===== config.mk =====
export PLATFORM = sky130hd
export DESIGN_NAME = decompressor_flat
export DESIGN_NICKNAME = d
export VERILOG_FILES = /design/src/rtl/decompressor_if.sv /design/src/rtl/decompressor.sv /design/src/flat_wrapper.sv
export SDC_FILE = /design/constraint.sdc
export NUM_CORES = 1
export LEC_CHECK = 0
export ABC_AREA = 1
export BUFFER_PORTS_ARGS = -buffer_cell sky130_fd_sc_hd__buf_4
export CAP_MARGIN = 5
export CORE_UTILIZATION = 40
export DETAILED_ROUTE_END_ITERATION = 16
export SLEW_MARGIN = 10
export SYNTH_ARGS = -nofsm -noshare
export SYNTH_HDL_FRONTEND = slang
export SYNTH_SLANG_ARGS = --single-unit

===== constraint.sdc =====
create_clock -name clk -period 7 [get_ports clk]
set_input_delay 0.7 -clock clk [delete_from_list [all_inputs] [get_ports clk]]
set_output_delay 0.7 -clock clk [all_outputs]
set_load 0.02 [all_outputs]

===== src/rtl/decompressor_if.sv =====
// decompressor_if: compressed-word input and expanded-beat output handshakes
interface decompressor_if;
    logic [63:0]      comp_data;
    logic             comp_valid;
    logic             comp_ready;
    logic [15:0][7:0] out_data;
    logic [4:0]       out_num;
    logic             out_last;
    logic             out_valid;
    logic             out_ready;
    logic             fmt_err;
    modport master (
        output comp_data, comp_valid, out_ready,
        input  comp_ready, out_data, out_num, out_last, out_valid, fmt_err
    );
    modport slave (
        input  comp_data, comp_valid, out_ready,
        output comp_ready, out_data, out_num, out_last, out_valid, fmt_err
    );
endinterface


===== src/rtl/decompressor.sv =====
// decompressor: expands 64-bit zero-run/value words into beats of up to 16 bytes
module decompressor (
    input logic           clk,
    input logic           rst,
    decompressor_if.slave bus
);
    localparam int LANES = 16;
    localparam int NUM_GRP = 5;
    localparam logic [0:0] IDLE = 1'b0;
    localparam logic [0:0] EXPAND = 1'b1;

    // group g (0-based) ends with its value byte
    function automatic logic emit_v(input logic [63:0] d, input int g);
        return d[62:60] == 3'd7 || 3'(g + 1) < d[62:60] || (3'(g + 1) == d[62:60] && d[63]);
    endfunction

    // element count contributed by group g; LG=6 words contribute nothing
    function automatic logic [6:0] grp_len(input logic [63:0] d, input int g);
        return (d[62:60] == 3'd7 || (d[62:60] != 3'd6 && 3'(g + 1) <= d[62:60]))
            ? 7'(d[12*g +: 4]) + 7'(emit_v(d, g)) : 7'd0;
    endfunction

    logic [0:0]               state;
    logic [63:0]              w;
    logic [6:0]               pos;
    logic [NUM_GRP-1:0][6:0]  vidx;
    logic [NUM_GRP-1:0]       has_v;
    logic [6:0]               total, in_total, left;
    logic [4:0]               num;
    logic                     last, expanding, fmt_q;

    assign expanding = state == EXPAND;
    assign left = total - pos;
    assign num = left > 7'd16 ? 5'd16 : left[4:0];
    assign last = left <= 7'd16;
    assign bus.comp_ready = state == IDLE && !rst;
    assign bus.out_valid = expanding;
    assign bus.out_num = expanding ? num : 5'd0;
    assign bus.out_last = expanding && last;
    assign bus.fmt_err = fmt_q;

    // element positions of each group's value byte, and word lengths
    always_comb begin
        total = '0;
        in_total = '0;
        for (int g = 0; g < NUM_GRP; g++) begin
            vidx[g] = total + 7'(w[12*g +: 4]);
            has_v[g] = emit_v(w, g);
            total = total + grp_len(w, g);
            in_total = in_total + grp_len(bus.comp_data, g);
        end
    end

    // every element is zero except at a group's value position
    always_comb begin
        bus.out_data = '0;
        for (int i = 0; i < LANES; i++)
            for (int g = 0; g < NUM_GRP; g++)
                if (expanding && 5'(i) < num && has_v[g] && pos + 7'(i) == vidx[g])
                    bus.out_data[i] = w[12*g+4 +: 8];
    end

    // accept words in IDLE, advance the cursor by out_num on each accepted beat
    always_ff @(posedge clk or posedge rst) begin
        if (rst) begin
            state <= IDLE;
            w <= '0;
            pos <= '0;
            fmt_q <= 1'b0;
        end else begin
            fmt_q <= state == IDLE && bus.comp_valid && bus.comp_data[62:60] == 3'd6;
            if (state == IDLE && bus.comp_valid) begin
                w <= bus.comp_data;
                pos <= '0;
                state <= in_total != 7'd0 ? EXPAND : IDLE;
            end else if (expanding && bus.out_ready) begin
                pos <= pos + 7'(num);
                if (last)
                    state <= IDLE;
            end
        end
    end
endmodule


===== src/flat_wrapper.sv =====
// flat-port wrapper written by rule: the top's interface ports become plain ports
module decompressor_flat 
  (clk, rst, bus_comp_data, bus_comp_valid, bus_out_ready, bus_comp_ready, bus_out_data, bus_out_num, bus_out_last, bus_out_valid, bus_fmt_err);
  decompressor_if bus_i ();
  input logic clk;
  input logic rst;
  input wire logic [$bits(bus_i.comp_data)-1:0] bus_comp_data;
  input wire logic [$bits(bus_i.comp_valid)-1:0] bus_comp_valid;
  input wire logic [$bits(bus_i.out_ready)-1:0] bus_out_ready;
  output wire logic [$bits(bus_i.comp_ready)-1:0] bus_comp_ready;
  output wire logic [$bits(bus_i.out_data)-1:0] bus_out_data;
  output wire logic [$bits(bus_i.out_num)-1:0] bus_out_num;
  output wire logic [$bits(bus_i.out_last)-1:0] bus_out_last;
  output wire logic [$bits(bus_i.out_valid)-1:0] bus_out_valid;
  output wire logic [$bits(bus_i.fmt_err)-1:0] bus_fmt_err;
  assign bus_i.comp_data = bus_comp_data;
  assign bus_i.comp_valid = bus_comp_valid;
  assign bus_i.out_ready = bus_out_ready;
  assign bus_comp_ready = bus_i.comp_ready;
  assign bus_out_data = bus_i.out_data;
  assign bus_out_num = bus_i.out_num;
  assign bus_out_last = bus_i.out_last;
  assign bus_out_valid = bus_i.out_valid;
  assign bus_fmt_err = bus_i.fmt_err;
  decompressor u_core (.clk(clk), .rst(rst), .bus(bus_i));
endmodule

== After elaboration in Yosys (flattened, before gate mapping) ==
Cells that the tools add are included.
Cells by class
  $lt $le $gt $ge: 38
  bitwise gates (word level): 1
  reductions and logical operators: 236
  muxes and demuxes: 98
  add/sub/neg operators: 39
  eq/ne operators: 95
Operator list (number)
  8-bit 2-to-1 mux: 80
  7-bit == test: 64
  1-bit logical AND: 201
  7-bit by 4-bit == test with 1-bit output: 16
  7-bit 2-to-1 mux: 12
  7-bit by 4-bit adder with 7-bit output, second input constant: 8
  7-bit adder: 8
  4-bit by 1-bit adder with 5-bit output: 10
  4-bit by 5-bit less-than comparator with 1-bit output, first input constant: 8
  1-bit logical OR: 30
  7-bit by 3-bit adder with 7-bit output, second input constant: 4
  7-bit by 4-bit adder with 7-bit output: 4
  3-bit by 5-bit less-than comparator with 1-bit output, first input constant: 4
  7-bit by 2-bit adder with 7-bit output, second input constant: 2
  2-bit by 3-bit == test with 1-bit output, first input constant: 4
  3-bit == test, first input constant: 4
  2-bit by 3-bit <= comparator with 1-bit output, first input constant: 4
  3-bit <= comparator, first input constant: 4
  2-bit by 3-bit less-than comparator with 1-bit output, first input constant: 4
  3-bit less-than comparator, first input constant: 4
  1-bit by 5-bit less-than comparator with 1-bit output, first input constant: 2
  2-bit by 5-bit less-than comparator with 1-bit output, first input constant: 2
  5-bit 2-to-1 mux: 2
  3-bit == test, second input constant: 3
  15 further kinds: 23
Storage, ports and cells
  logic and storage cells: 511
  output and inout port bits: 137
  bits of input ports: 68
  register bits: 73

== Depth between registers and ports, before layout ==
  depth after elaboration: 21
  mapped depth: 47
  mapped depth without buffers: 47

== Worst setup path before layout ==
Ideal clock, no wire load.
  path type: register -> output
  start point: register u_core.w[61]
  end point: output port bus_out_data[49]
  setup slack: -766 ps
  data required time: 6300 ps
  cell stages (with the launch flop): 34
  data arrival time: 7066 ps
  path buffers: 1
  path through: dfrtp_1 > inv_1 > nand2_1 > a21oi_1 > inv_1 > ha_1 > ha_1 > inv_1 > nor2_1 > fa_1 > fa_1 > inv_1 > fa_1 > inv_1 > fa_1 > inv_1 > fa_1 > inv_1 > nor3_1 > nand2_1 > nand2_1 > nand2_1 > nor2_2 > nand3_4 > nor2_2 > inv_1 > nor2_1 > nand3_1 > nand2_1 > buf_2 > nand2_2 > o21ai_0 > inv_1 > a21oi_1
Between the ends
  longest elaborated chain between the ends: 21
  elaborated cells between the ends (all ways): 84
  those cells by class: add/sub (14); order compare (12); eq/ne (11); mux (11); reduce/logical (36)
RTL lines
  start: declaration: line decompressor.sv:24  | logic [63:0] w;
  start signal: assignment: line decompressor.sv:73  | w <= bus.comp_data;
  1-bit by 3-bit less-than comparator with 1-bit output (tied with other cells): line decompressor.sv:14  | return d[62:60] == 3'd7 || 3'(g + 1) < d[62:60] || (3'(g + 1) == d[62:60] && d[63]);
  1-bit logical OR / 1-bit logical AND (equally long branches): line decompressor.sv:14
  1-bit logical OR: line decompressor.sv:14
  4-bit by 1-bit adder with 5-bit output: line decompressor.sv:20  | ? 7'(d[12*g +: 4]) + 7'(emit_v(d, g)) : 7'd0;
  7-bit 2-to-1 mux: line decompressor.sv:20
  7-bit adder (4 in a row): line decompressor.sv:49  | total = total + grp_len(w, g);
  7-bit subtractor: line decompressor.sv:33  | assign left = total - pos;
  7-bit by 5-bit > comparator with 1-bit output: line decompressor.sv:34  | assign num = left > 7'd16 ? 5'd16 : left[4:0];
  5-bit 2-to-1 mux: line decompressor.sv:34
  3-bit by 5-bit less-than comparator with 1-bit output: line decompressor.sv:59  | if (expanding && 5'(i) < num && has_v[g] && pos + 7'(i) == vidx[g])
  1-bit logical AND (3 in a row): line decompressor.sv:59
  8-bit 2-to-1 mux (4 in a row): line decompressor.sv:59
  8-bit 2-to-1 mux (*): line decompressor.sv:59
  end: declaration: line flat_wrapper.sv:11  | output wire logic [$bits(bus_i.out_data)-1:0] bus_out_data;
Every way passes the cells marked *; elsewhere a longest branch is shown, timed or not.

== Worst setup path after layout ==
  start point: register u_core.w[62]
  end point: output port bus_out_data[126]
Between the ends
  longest elaborated chain between the ends: 21
  elaborated cells between the ends (all ways): 84
  those cells by class: add/sub (14); order compare (12); eq/ne (11); mux (11); reduce/logical (36)
RTL lines (line)
  1-bit by 3-bit less-than comparator with 1-bit output (tied with other cells): decompressor.sv:14
  1-bit logical OR / 1-bit logical AND (equally long branches): decompressor.sv:14
  1-bit logical OR: decompressor.sv:14
  4-bit by 1-bit adder with 5-bit output: decompressor.sv:20
  7-bit 2-to-1 mux: decompressor.sv:20
  7-bit adder (4 in a row): decompressor.sv:49
  7-bit subtractor: decompressor.sv:33
  7-bit by 5-bit > comparator with 1-bit output: decompressor.sv:34
  5-bit 2-to-1 mux: decompressor.sv:34
  4-bit by 5-bit less-than comparator with 1-bit output: decompressor.sv:59
  1-bit logical AND (3 in a row): decompressor.sv:59
  8-bit 2-to-1 mux (4 in a row): decompressor.sv:59
  8-bit 2-to-1 mux (*): decompressor.sv:59
Marked as above.

==> impl_results.rst <==
.. list-table::
   :header-rows: 1

   * - Metric
     - Value
   * - Status
     - finished, violations left
   * - Violated checks
     - setup timing
   * - Worst Clk Skew
     - 0.01525 ns
   * - EDFF count, synth
     - 0
   * - Routed length per placed instance
     - approximately 22 um
   * - Net total in the final layout
     - a little over 4000
   * - Element type at the critical path end
     - output pin
   * - Setup Total Neg Slack
     - -80.57 ns
   * - Worst-case setup slack after placement
     - -0.5299 ns
   * - Portion of the post-synthesis area used by sequential elements
     - under 10%
   * - Setup repair after global routing missed its margin
     - true
   * - Fmax
     - 0.1296 GHz
   * - Sum of net half-perimeters after detailed placement
     - 71.46 mm
   * - Worst path required time
     - 6.30 ns
   * - Clock tree from TritonCTS
     - yes
   * - Total clock buffers created by CTS
     - 9
   * - Routed vias
     - ~26000
   * - Largest fanout of any net on the critical path
     - 5
   * - Iteration-0 DRC count of the detailed router
     - 3193
   * - Hold-fix buffers, CTS
     - 0
   * - Die Outline Area
     - 48100 um^2
   * - Cell family with most CP delay
     - buffers and inverters
   * - Die boundary height
     - 219.3 um
   * - Total setup violations reported at the end of the flow
     - 129
   * - Site Rows
     - 79
   * - Final period util
     - 110.2%
   * - Post-placement cell area
     - 22920 um^2
   * - Largest net degree at the start of global routing
     - 65
   * - Initial antenna violation count
     - 3
   * - Slew headroom
     - approximately 10%
   * - Flip-flop and latch count after synthesis
     - 73
   * - Number of slew-limit violations in the final report
     - 0
   * - H-tree levels
     - 3
   * - Path category of the worst min-delay check
     - input pin to asynchronous set/reset pin
   * - Finished Cell Area
     - 26040 um^2
   * - Crit path DAT
     - 7.01 ns
   * - # fillers
     - 4743
   * - Buffer and inverter count on the worst path
     - 42
   * - First-pass detailed-route iteration total
     - 7
   * - Initial cell density of the core
     - 40.57%
   * - Vias in the first global route
     - between 20000 and 25000
   * - Hold violation total from the final report
     - 0
   * - Top-level I/O count
     - 205
   * - Crit path setup slack, layout
     - -0.7138 ns
   * - Sum of routed wire length over all layers
     - ~100 mm
   * - Core box area
     - 46560 um^2
   * - First-pass GRT wire length
     - 145.7 mm
   * - Library cell appearing most often on the critical path
     - sky130_fd_sc_hd__buf_4
   * - Post-Synthesis Net Count
     - 3647
   * - Slowest library cell on the worst path
     - sky130_fd_sc_hd__dfrtp_1
   * - Area occupied by registers
     - around 1800 um^2
   * - Sinks on Clock Net
     - 73
   * - Clock latency at the later pin of the worst-skew pair
     - 0.41 ns
   * - Buffer levels on the longest clock path
     - 2
   * - Number of warnings printed during yosys synthesis
     - 0
   * - CP peak stage delay
     - between 0.3 and 0.4 ns
   * - Area of the multi-input gates
     - 16350 um^2
   * - Clock slew at the register clock pins of the worst setup and hold paths
     - 0.09 ns
   * - Count of nets left with antenna violations after detail routing
     - 0
   * - Synth-to-Final Area Change
     - 37.86%
   * - Residual DRC count
     - 0
   * - Synth async-reset ratio
     - 100.0%
   * - Final worst hold slack
     - 0.3386 ns
   * - Die Width
     - 219.3 um
   * - Post-Syn Instances
     - 3466
   * - All-Layer GR Usage
     - 40.78%
   * - Critical path startpoint category
     - flop
   * - Clock tree root buffer cell
     - sky130_fd_sc_hd__clkbuf_16
   * - Avg Synthesized Cell Area
     - 5.450 um^2
   * - Count of port buffers added during placement
     - 204
   * - Ratio of cells with drive above 1 in the final layout
     - 25.14%
   * - Transition time at the pin with the least slew margin
     - about 1.3 ns
   * - Number of maximum-capacitance violations
     - 0
   * - Global route total overflow
     - 0
   * - Mean number of vias per cell
     - about 5.7
   * - Count of different cell masters after synthesis
     - 60
   * - Post-synth top flop
     - sky130_fd_sc_hd__dfrtp_1
   * - Area of the mapped netlist
     - 18890 um^2
   * - Clock period minus final worst setup slack
     - 7.714 ns
   * - Crit path kind
     - flop to output pin
   * - Weighted congestion at the end of routability-driven global placement
     - 1.049
-- placed cells by master (no fill, tap or decap), types with 29 or more instances in the layout --
| master | instances |
|---|---|
| sky130_fd_sc_hd__nand2_1 | 1030 |
| sky130_fd_sc_hd__inv_1 | 385 |
| sky130_fd_sc_hd__buf_4 | 382 |
| sky130_fd_sc_hd__nor2_1 | 266 |
| sky130_fd_sc_hd__nand3_1 | 214 |
| sky130_fd_sc_hd__xor2_1 | 167 |
| sky130_fd_sc_hd__o21ai_0 | 161 |
| sky130_fd_sc_hd__nand4_1 | 133 |
| sky130_fd_sc_hd__buf_6 | 125 |
| sky130_fd_sc_hd__nand2_2 | 119 |
| sky130_fd_sc_hd__a21oi_1 | 99 |
| sky130_fd_sc_hd__ha_1 | 72 |
| sky130_fd_sc_hd__dfrtp_1 | 72 |
| sky130_fd_sc_hd__o21ai_1 | 65 |
| sky130_fd_sc_hd__nor3_1 | 52 |
| sky130_fd_sc_hd__a21oi_2 | 47 |
| sky130_fd_sc_hd__inv_2 | 35 |
| sky130_fd_sc_hd__xnor2_1 | 29 |
-- cells by family (layout without fill, tap and decap cells) --
family / count (synthesis) / in the layout / synth area share, %
buffers and inverters: 609 / 1005 / 12.66
AO/OA/AOI/OAI: 465 / 465 / 13.35
flip-flops: 73 / 73 / 9.671
XOR/XNOR: 205 / 205 / 9.605
AND/OR/NAND/NOR: 2001 / 2005 / 46.15
adder cells (fa/ha/maj): 113 / 113 / 8.558
other: 0 / 1 / 0
-- path summary, 6_finish.rpt --
kind | startpoint | to | slack (ns) | depth (start not counted)
worst min-delay path | rst | u_core.w[8] | 0.34 | 2
worst max-delay path | u_core.w[62] | bus_out_data[126] | -0.71 | 53
worst min register to register | u_core.w[24] | u_core.w[24] | 0.55 | 2
worst max register to register | u_core.w[62] | u_core.pos[6] | -0.03 | 48
max in group asynchronous | rst | u_core.w[60] | 5.49 | 3
min in group clk | bus_comp_data[54] | u_core.w[54] | 0.48 | 3
-- final cells by class --
class,count,share of cell area (%)
clock buffer,10,0.9177
tap,607,2.917
clock inverter,6,0.3411
inverter,443,6.467
antenna,1,0.009610
timing repair buffer,546,19.53
sequential,73,7.020
multi-input combinational,2788,62.80
-- state kept, by name, indices dropped and copies added (netlist names) --
register,count
u_core.w,64
u_core.pos,7
u_core.bus.fmt_err,1
u_core.bus.out_valid,1
-- cells in the mapped netlist, drive strengths merged, types with 2 or more instances --
cell / n / area [um^2]
a211oi: 9 / 67.56
a21boi: 2 / 15.01
a21o: 5 / 37.54
a21oi: 156 / 795.8
a31oi: 7 / 43.79
and3: 4 / 25.02
buf: 75 / 385.4
clkbuf: 91 / 341.6
clkinv: 17 / 63.81
dfrtp: 73 / 1827
fa: 27 / 540.5
ha: 86 / 1076
inv: 426 / 1602
nand2: 1179 / 4451
nand3: 244 / 1259
nand3b: 10 / 78.82
nand4: 134 / 844.6
nor2: 308 / 1256
nor3: 63 / 365.3
nor3b: 10 / 85.08
nor4: 31 / 231.5
o2111ai: 5 / 43.79
o211ai: 15 / 112.6
o21ai: 245 / 1249
o21bai: 4 / 30.03
o221ai: 6 / 52.55
o22ai: 9 / 56.30
or2: 12 / 75.08
or3: 2 / 12.51
xnor2: 33 / 307.8
xor2: 172 / 1506
-- per-layer routing --
layer | up-vias | wire [um] | global-route usage (%) | share of wire, %
met4 | 2 | 6616 | 24.49 | 6.6
li1 | 11940 | - | - | -
met2 | 1659 | 41490 | 60.99 | 42
met5 | - | 21 | 1.042 | 0.021
met3 | 406 | 13140 | 10.81 | 13
met1 | 11660 | 38430 | 52.05 | 39
-- through the flow --
stage / utilization, % / instances
after global routing: 55.93 / 4473
after floorplan: - / 3466
final: 55.93 / 4474
after global placement: 49.24 / 4361
after CTS: 53.86 / 4450
after detailed placement: 49.24 / 4361
-- timing repair --
action                     in CTS  in global routing
cloned                         12                  9
pin swaps                     103                105
setup buffers                  62                 19
setup endpoints to repair     132                136
gates resized for setup       323                206
Power is left out: the tool's default activity adds up to more than one toggle a clock period on the data nets, which glitch-free logic cannot reach.
